[src/rtl/negabin_pkg.sv]
// -----------------------------------------------------------------------------
// negabin_pkg
//   Shared definitions for the negabinary arithmetic path.
//   - state_t : converter FSM states (IDLE / CONV / DONE)
//   - OUT_W() : width of the two's-complement result for an N-digit word
//   - WGT_W() : width of the running digit weight (-2)^i, sized so that the
//               final doubling after N digits still fits without wrapping
// -----------------------------------------------------------------------------
package negabin_pkg;

    typedef enum logic [1:0] {
        IDLE = 2'd0,
        CONV = 2'd1,
        DONE = 2'd2
    } state_t;

    function automatic int OUT_W(input int n);
        return n + 1;
    endfunction

    function automatic int WGT_W(input int n);
        return n + 2;
    endfunction

endpackage

[src/rtl/negabin_acc_step.sv]
// -----------------------------------------------------------------------------
// negabin_acc_step
//   One digit of negabinary-to-binary conversion (combinational).
//   Ports:
//     acc        in  OUT_W(N)  running signed sum of processed digits
//     weight     in  WGT_W(N)  signed weight (-2)^i of the current digit
//     digit      in  1         current negabinary digit
//     acc_nxt    out OUT_W(N)  acc + (digit ? weight : 0)
//     weight_nxt out WGT_W(N)  -2 * weight
// -----------------------------------------------------------------------------
module negabin_acc_step
    import negabin_pkg::*;
#(
    parameter int N = 8
) (
    input  logic signed [OUT_W(N)-1:0] acc,
    input  logic signed [WGT_W(N)-1:0] weight,
    input  logic                       digit,
    output logic signed [OUT_W(N)-1:0] acc_nxt,
    output logic signed [WGT_W(N)-1:0] weight_nxt
);

    // Only digits 0..N-1 are ever added, whose weights fit in OUT_W bits, so
    // dropping the top weight bit loses nothing for the sum.
    logic signed [OUT_W(N)-1:0] weight_trunc;

    assign weight_trunc = weight[OUT_W(N)-1:0];
    assign acc_nxt      = digit ? (acc + weight_trunc) : acc;
    assign weight_nxt   = -(weight <<< 1);

endmodule

[src/rtl/negabin_to_twos.sv]
// -----------------------------------------------------------------------------
// negabin_to_twos
//   Serial converter from an N-digit negabinary word (base -2) to an
//   (N+1)-bit two's-complement integer, one digit per clock, LSB first.
//
//   Ports:
//     clk        in   1     rising-edge clock
//     rst        in   1     synchronous active-high reset
//     in_valid   in   1     in_nega valid
//     in_ready   out  1     high only in IDLE
//     in_nega    in   N     negabinary word, bit i weighs (-2)^i
//     out_valid  out  1     out_data holds a completed result
//     out_ready  in   1     consumer accepts out_data
//     out_data   out  N+1   signed result, held after acceptance
//     busy       out  1     high in CONV or DONE
//
//   Build option:
//     NEGABIN_EARLY_EXIT_EN  when defined, CONV also ends as soon as all
//                            remaining digits are zero. Results are unchanged,
//                            only latency shrinks.
// -----------------------------------------------------------------------------
module negabin_to_twos
    import negabin_pkg::*;
#(
    parameter int N = 8
) (
    input  logic                clk,
    input  logic                rst,
    input  logic                in_valid,
    output logic                in_ready,
    input  logic [N-1:0]        in_nega,
    output logic                out_valid,
    input  logic                out_ready,
    output logic [OUT_W(N)-1:0] out_data,
    output logic                busy
);

    localparam int OW    = OUT_W(N);
    localparam int WW    = WGT_W(N);
    localparam int CNT_W = (N > 2) ? $clog2(N) : 1;
    localparam logic [CNT_W-1:0] CNT_LAST = CNT_W'(N - 1);

    state_t                state;
    logic signed [OW-1:0]  acc;
    logic signed [WW-1:0]  weight;
    logic [N-1:0]          shreg;
    logic [CNT_W-1:0]      cnt;

    logic signed [OW-1:0]  acc_nxt;
    logic signed [WW-1:0]  weight_nxt;
    logic                  conv_last;

    negabin_acc_step #(
        .N (N)
    ) u_step (
        .acc        (acc),
        .weight     (weight),
        .digit      (shreg[0]),
        .acc_nxt    (acc_nxt),
        .weight_nxt (weight_nxt)
    );

    // Last CONV cycle: the digit counter reaches N-1, or (early-exit build)
    // the word left after this cycle's shift has no set digits.
    always_comb begin
        conv_last = 1'b0;
`ifdef NEGABIN_EARLY_EXIT_EN
        conv_last = (cnt == CNT_LAST) || (shreg[N-1:1] == '0);
`else
        conv_last = (cnt == CNT_LAST);
`endif
    end

    always_ff @(posedge clk) begin
        if (rst) begin
            state     <= IDLE;
            in_ready  <= 1'b1;
            out_valid <= 1'b0;
            out_data  <= '0;
            busy      <= 1'b0;
            acc       <= '0;
            weight    <= WW'(1);
            shreg     <= '0;
            cnt       <= '0;
        end else begin
            case (state)
                IDLE: begin
                    if (in_valid && in_ready) begin
                        shreg    <= in_nega;
                        acc      <= '0;
                        weight   <= WW'(1);
                        cnt      <= '0;
                        state    <= CONV;
                        in_ready <= 1'b0;
                        busy     <= 1'b1;
                    end
                end
                CONV: begin
                    acc    <= acc_nxt;
                    weight <= weight_nxt;
                    shreg  <= shreg >> 1;
                    cnt    <= cnt + 1'b1;
                    if (conv_last) begin
                        state     <= DONE;
                        out_valid <= 1'b1;
                        out_data  <= acc_nxt;
                    end
                end
                DONE: begin
                    // Result held until taken; in_ready stays low through the
                    // acceptance cycle so the next word lands one cycle later.
                    if (out_ready) begin
                        state     <= IDLE;
                        out_valid <= 1'b0;
                        in_ready  <= 1'b1;
                        busy      <= 1'b0;
                    end
                end
                default: begin
                    state     <= IDLE;
                    in_ready  <= 1'b1;
                    out_valid <= 1'b0;
                    busy      <= 1'b0;
                end
            endcase
        end
    end

endmodule

[config.mk]
export PLATFORM = sky130hd
export DESIGN_NAME = negabin_to_twos
export DESIGN_NICKNAME = d
export VERILOG_FILES = /design/src/rtl/negabin_pkg.sv /design/src/rtl/negabin_acc_step.sv /design/src/rtl/negabin_to_twos.sv
export SDC_FILE = /design/constraint.sdc
export NUM_CORES = 1
export LEC_CHECK = 0
export ABC_CLOCK_PERIOD_IN_PS = 2000
export BUFFER_PORTS_ARGS = -buffer_cell sky130_fd_sc_hd__buf_2
export CAP_MARGIN = 20
export CORE_ASPECT_RATIO = 0.9
export CORE_MARGIN = 5
export CORE_UTILIZATION = 40
export CTS_BUF_LIST = sky130_fd_sc_hd__clkbuf_2 sky130_fd_sc_hd__clkbuf_4 sky130_fd_sc_hd__clkbuf_8
export CTS_CLUSTER_SIZE = 40
export DETAILED_ROUTE_END_ITERATION = 7
export PLACE_DENSITY = 0.58
export SETUP_SLACK_MARGIN = 0.5
export SLEW_MARGIN = 20
export SYNTH_ARGS = -nofsm -noshare
export SYNTH_HDL_FRONTEND = slang
export SYNTH_SLANG_ARGS = --single-unit
[constraint.sdc]
create_clock -name clk -period 2 [get_ports clk]
set_input_delay 0.2 -clock clk [delete_from_list [all_inputs] [get_ports clk]]
set_output_delay 0.2 -clock clk [all_outputs]
set_load 0.005 [all_outputs]
==> flow_metrics.env <==
export IMPL_worstPathMaxFanout=4
export IMPL_fin_crit_sh_pct=97.6
export IMPL_synth_simple_gate_area_share_pct=22.4
export IMPL_synth_compound_area_share_pct=22.5
export IMPL_wl_per_cell_um=15.2
export IMPL_yosysWarnings=0
export IMPL_cellLeakagePower_nw=1.12
export IMPL_peakVddDrop_mv=0.368
export IMPL_io_buffers=23
export IMPL_regToRegEndpoint="acc[6]$_SDFFE_PP0P_"
export IMPL_syn_avg_cell_area_um2=8.50
export IMPL_hold_start="in_nega[7]"
export IMPL_grt_pass1_vias=1993
export IMPL_dp_cells=349
export IMPL_comb_power_share_pct=19.6
export IMPL_critPathSlowestCell="dfxtp_2"
export IMPL_total_power_mw=1.89
export IMPL_synth_xor_xnor_area_share_pct=3.17
export IMPL_finClkSkew_ns=0.00905
export IMPL_critPathKind="reg -> reg"
export IMPL_setup_viol=0
export IMPL_slew_violations=0
export IMPL_power_switching_mw=0.559
export IMPL_clkSlewWorstSetupHoldPaths_ns=0.09
export IMPL_status="finished, final reports clean"
export IMPL_synthAdderAreaFrac_pct=7.13
export IMPL_vias_per_cell=5.57
export IMPL_drtIter0Drc=57
export IMPL_power_density_nw_per_um2=666
export IMPL_die_width_um=88.3
export IMPL_period_minus_slack_ns=1.95
export IMPL_netlist_area_um2=2210
export IMPL_gr_total_overflow=0
export IMPL_insertion_delay_ns=0.30
export IMPL_hold_end="shreg[7]$_SDFFE_PP0P_"
export IMPL_muxShareOfSynthArea_pct=2.38
export IMPL_h_tree_depth=2
export IMPL_internal_power_mw=1.33
export IMPL_first_pass_iters=4
export IMPL_syn_nets=284
export IMPL_synth_edf_count=0
export IMPL_finalHoldViolCount=0
export IMPL_cpPeakStageDelay_ns=0.35
export IMPL_finalSetupTns_ns=0
export IMPL_cts_sinks=43
export IMPL_grt_pass1_wl_mm=9.46
export IMPL_cp_data_required_time_ns=2.19
export IMPL_hp_class="in -> reg"
export IMPL_drive_above_1_share_pct=34.1
export IMPL_hold_path_depth=3
export IMPL_timing_fmax_mhz=512
export IMPL_routed_wl_mm=5.57
export IMPL_r2r_start="weight[0]$_SDFFE_PP1P_"
export IMPL_worstRegToRegCells=8
export IMPL_worstMarginPinSlew_ns=0.511
export IMPL_vias=2037
export IMPL_antenna_cells=0
export IMPL_grt_antenna_before_repair=0
export IMPL_rrSetupSlack_ns=0.05
export IMPL_root_buffer="clkbuf_8"
export IMPL_grt_max_degree=26
export IMPL_die_area_um2=7110
export IMPL_start_kind="flip-flop"
export IMPL_die_h_um=80.5
export IMPL_pwr_share_seq_pct=50.3
export IMPL_yosysUniqueCellTypes=52
export IMPL_async_reset_ff_share_pct=0
export IMPL_drc=0
export IMPL_path_buf_inv=1
export IMPL_start_util_pct=41.6
export IMPL_coreArea_um2=5320
export IMPL_ctsHoldBuffers=0
export IMPL_numCtsBuffers=5
export IMPL_ant_nets=0
export IMPL_cp_depth=8
export IMPL_ios=24
export IMPL_syn_to_final_growth_pct=28.3
export IMPL_critPathTopFamily="compound AO/OA/AOI/OAI gates"
export IMPL_maxCapViolCount=0
export IMPL_syn_inst=260
export IMPL_rsz0062_at_grt="yes"
export IMPL_track_usage_pct=17.0
export IMPL_synth_top_family_by_area="compound AO/OA/AOI/OAI gates"
export IMPL_cts_tree="yes"
export IMPL_p_clk_share_pct=30.1
export IMPL_sw_frac_of_total_pct=29.6
export IMPL_synth_seq_cells=43
export IMPL_cts_buffer_depth=2
export IMPL_row_count=25
export IMPL_gp_congestion=0.805
export IMPL_crit_path_end_kind="flip-flop"
export IMPL_dp_hpwl_mm=3.76
export IMPL_fin_nets=322
export IMPL_synthFlopType="dfxtp_1"
export IMPL_final_cells=366
export IMPL_synth_yosys_seq_area_share_pct=39.0
export IMPL_relSlewSlack_pct=65.4
export IMPL_cp_cell_sequence="ha_4 > inv_2 > fa_2 > nor2b_4 > o31a_1 > o21a_1 > or3_1 > a32o_1"
export IMPL_crit_arrival_ns=2.15
-- power by group through the flow --
stage               clock network (mW)  logic (mW)  registers [mW]
finish                           0.569       0.370           0.950
global route                     0.629       0.411           0.957
CTS                              0.589       0.352           0.950
detailed placement                   0       0.323           0.971
global placement                     0       0.324           0.969
floorplan                            0       0.237           0.953
-- routing by layer --
layer,track usage (%),wire length [µm],vias up
met5,0,0,-
met1,22.5,2780,973
met2,27.1,2520,31
met3,3.79,213,8
met4,5.29,61,0
li1,-,-,1025
-- logic make-up after synthesis --
family	after synthesis
XOR/XNOR	8
AND/OR/NAND/NOR	103
buffers and inverters	19
multiplexers	5
flip-flops	43
AO/OA/AOI/OAI	70
adder cells (fa/ha/maj)	12
-- Yosys cell counts, types with 2 or more instances --
library cell	instances	area [µm²]
or3_1	4	25.0
mux2i_1	3	30.0
inv_1	6	22.5
a31oi_1	2	12.5
a311oi_1	8	70.1
a22oi_1	11	82.6
o21a_1	4	30.0
a32oi_1	3	26.3
xor2_1	2	17.5
o21ai_0	7	35.0
nand2b_1	3	18.8
o2bb2ai_1	2	17.5
and2_1	4	25.0
ha_1	11	138
nor3_1	4	20.0
xnor2_1	6	52.6
nand2_1	26	97.6
nand3_1	3	15.0
mux2_2	2	22.5
buf_2	4	20.0
clkbuf_1	6	22.5
a21o_1	2	15.0
nor4_1	3	18.8
nor2_1	44	165
o22ai_1	2	12.5
a211oi_1	4	30.0
buf_1	3	11.3
a21oi_1	15	75.1
dfxtp_1	43	861
-- sequential cells by signal (all words and copies together) (netlist names), 2 cells and up --
register / count
out_data: 9
state: 2
weight: 9
acc: 9
cnt: 3
shreg: 8
-- cell type report --
type / instances / area (µm²)
Timing Repair Buffer: 44 / 284
Clock inverter: 2 / 11.3
Tap cell: 67 / 83.8
Multi-Input combinational cell: 198 / 1470
Inverter: 6 / 22.5
Sequential cell: 43 / 891
Clock buffer: 6 / 76.3
Fill cell: 515 / 2480
-- how the worst max path moves through the flow --
stage	start	end	slack [ns]
floorplan	weight[0]$_SDFFE_PP1P_	acc[6]$_SDFFE_PP0P_	0.06
global placement	acc[0]$_SDFFE_PP0P_	acc[6]$_SDFFE_PP0P_	0.03
detailed placement	weight[0]$_SDFFE_PP1P_	acc[6]$_SDFFE_PP0P_	0.004
CTS	weight[0]$_SDFFE_PP1P_	acc[6]$_SDFFE_PP0P_	0.07
global route	weight[0]$_SDFFE_PP1P_	acc[6]$_SDFFE_PP0P_	-0.02
finish	weight[0]$_SDFFE_PP1P_	acc[6]$_SDFFE_PP0P_	0.05
-- what timing repair did --
item	4_1_cts	5_1_grt
pin swaps	15	7
gates resized for setup	18	17
gates cloned	0	0
setup endpoints to repair	22	23
buffers inserted	8	1
-- tightest hold or removal path, delay by kind of cell --
family / cells / cell delay, ns
buffers and inverters: 1 / 0.07
AOI/OAI and AO/OA: 1 / 0.05
and+or+nand+nor: 1 / 0.07
-- metrics by stage --
step | utilization (%) | area (µm²) | setup WS (ns) | hold slack, ns
after floorplan | - | 2290 | 0.0607 | 0.348
after global placement | 47.5 | 2520 | 0.0290 | 0.442
after detailed placement | 47.5 | 2520 | 0.00448 | 0.446
after CTS | 51.8 | 2760 | 0.0687 | 0.129
after global routing | 53.3 | 2830 | -0.0174 | 0.163
final | 53.3 | 2830 | 0.0480 | 0.133
-- cells in the final DEF, fill, tap and decap left out, types with 3 or more instances in the layout --
cell / count
nand2_1: 25
o21a_1: 4
clkbuf_8: 5
buf_2: 23
nor2_1: 44
inv_1: 5
ha_4: 6
ha_1: 3
a22oi_1: 10
buf_4: 18
a32oi_1: 3
nor3_1: 3
or3_1: 3
dfxtp_4: 5
mux2i_1: 3
xnor2_1: 6
dfxtp_2: 9
o21ai_0: 6
a21oi_1: 13
buf_6: 3
a311oi_1: 7
dfxtp_1: 29
No activity file was read; power rests on OpenSTA's default activity.
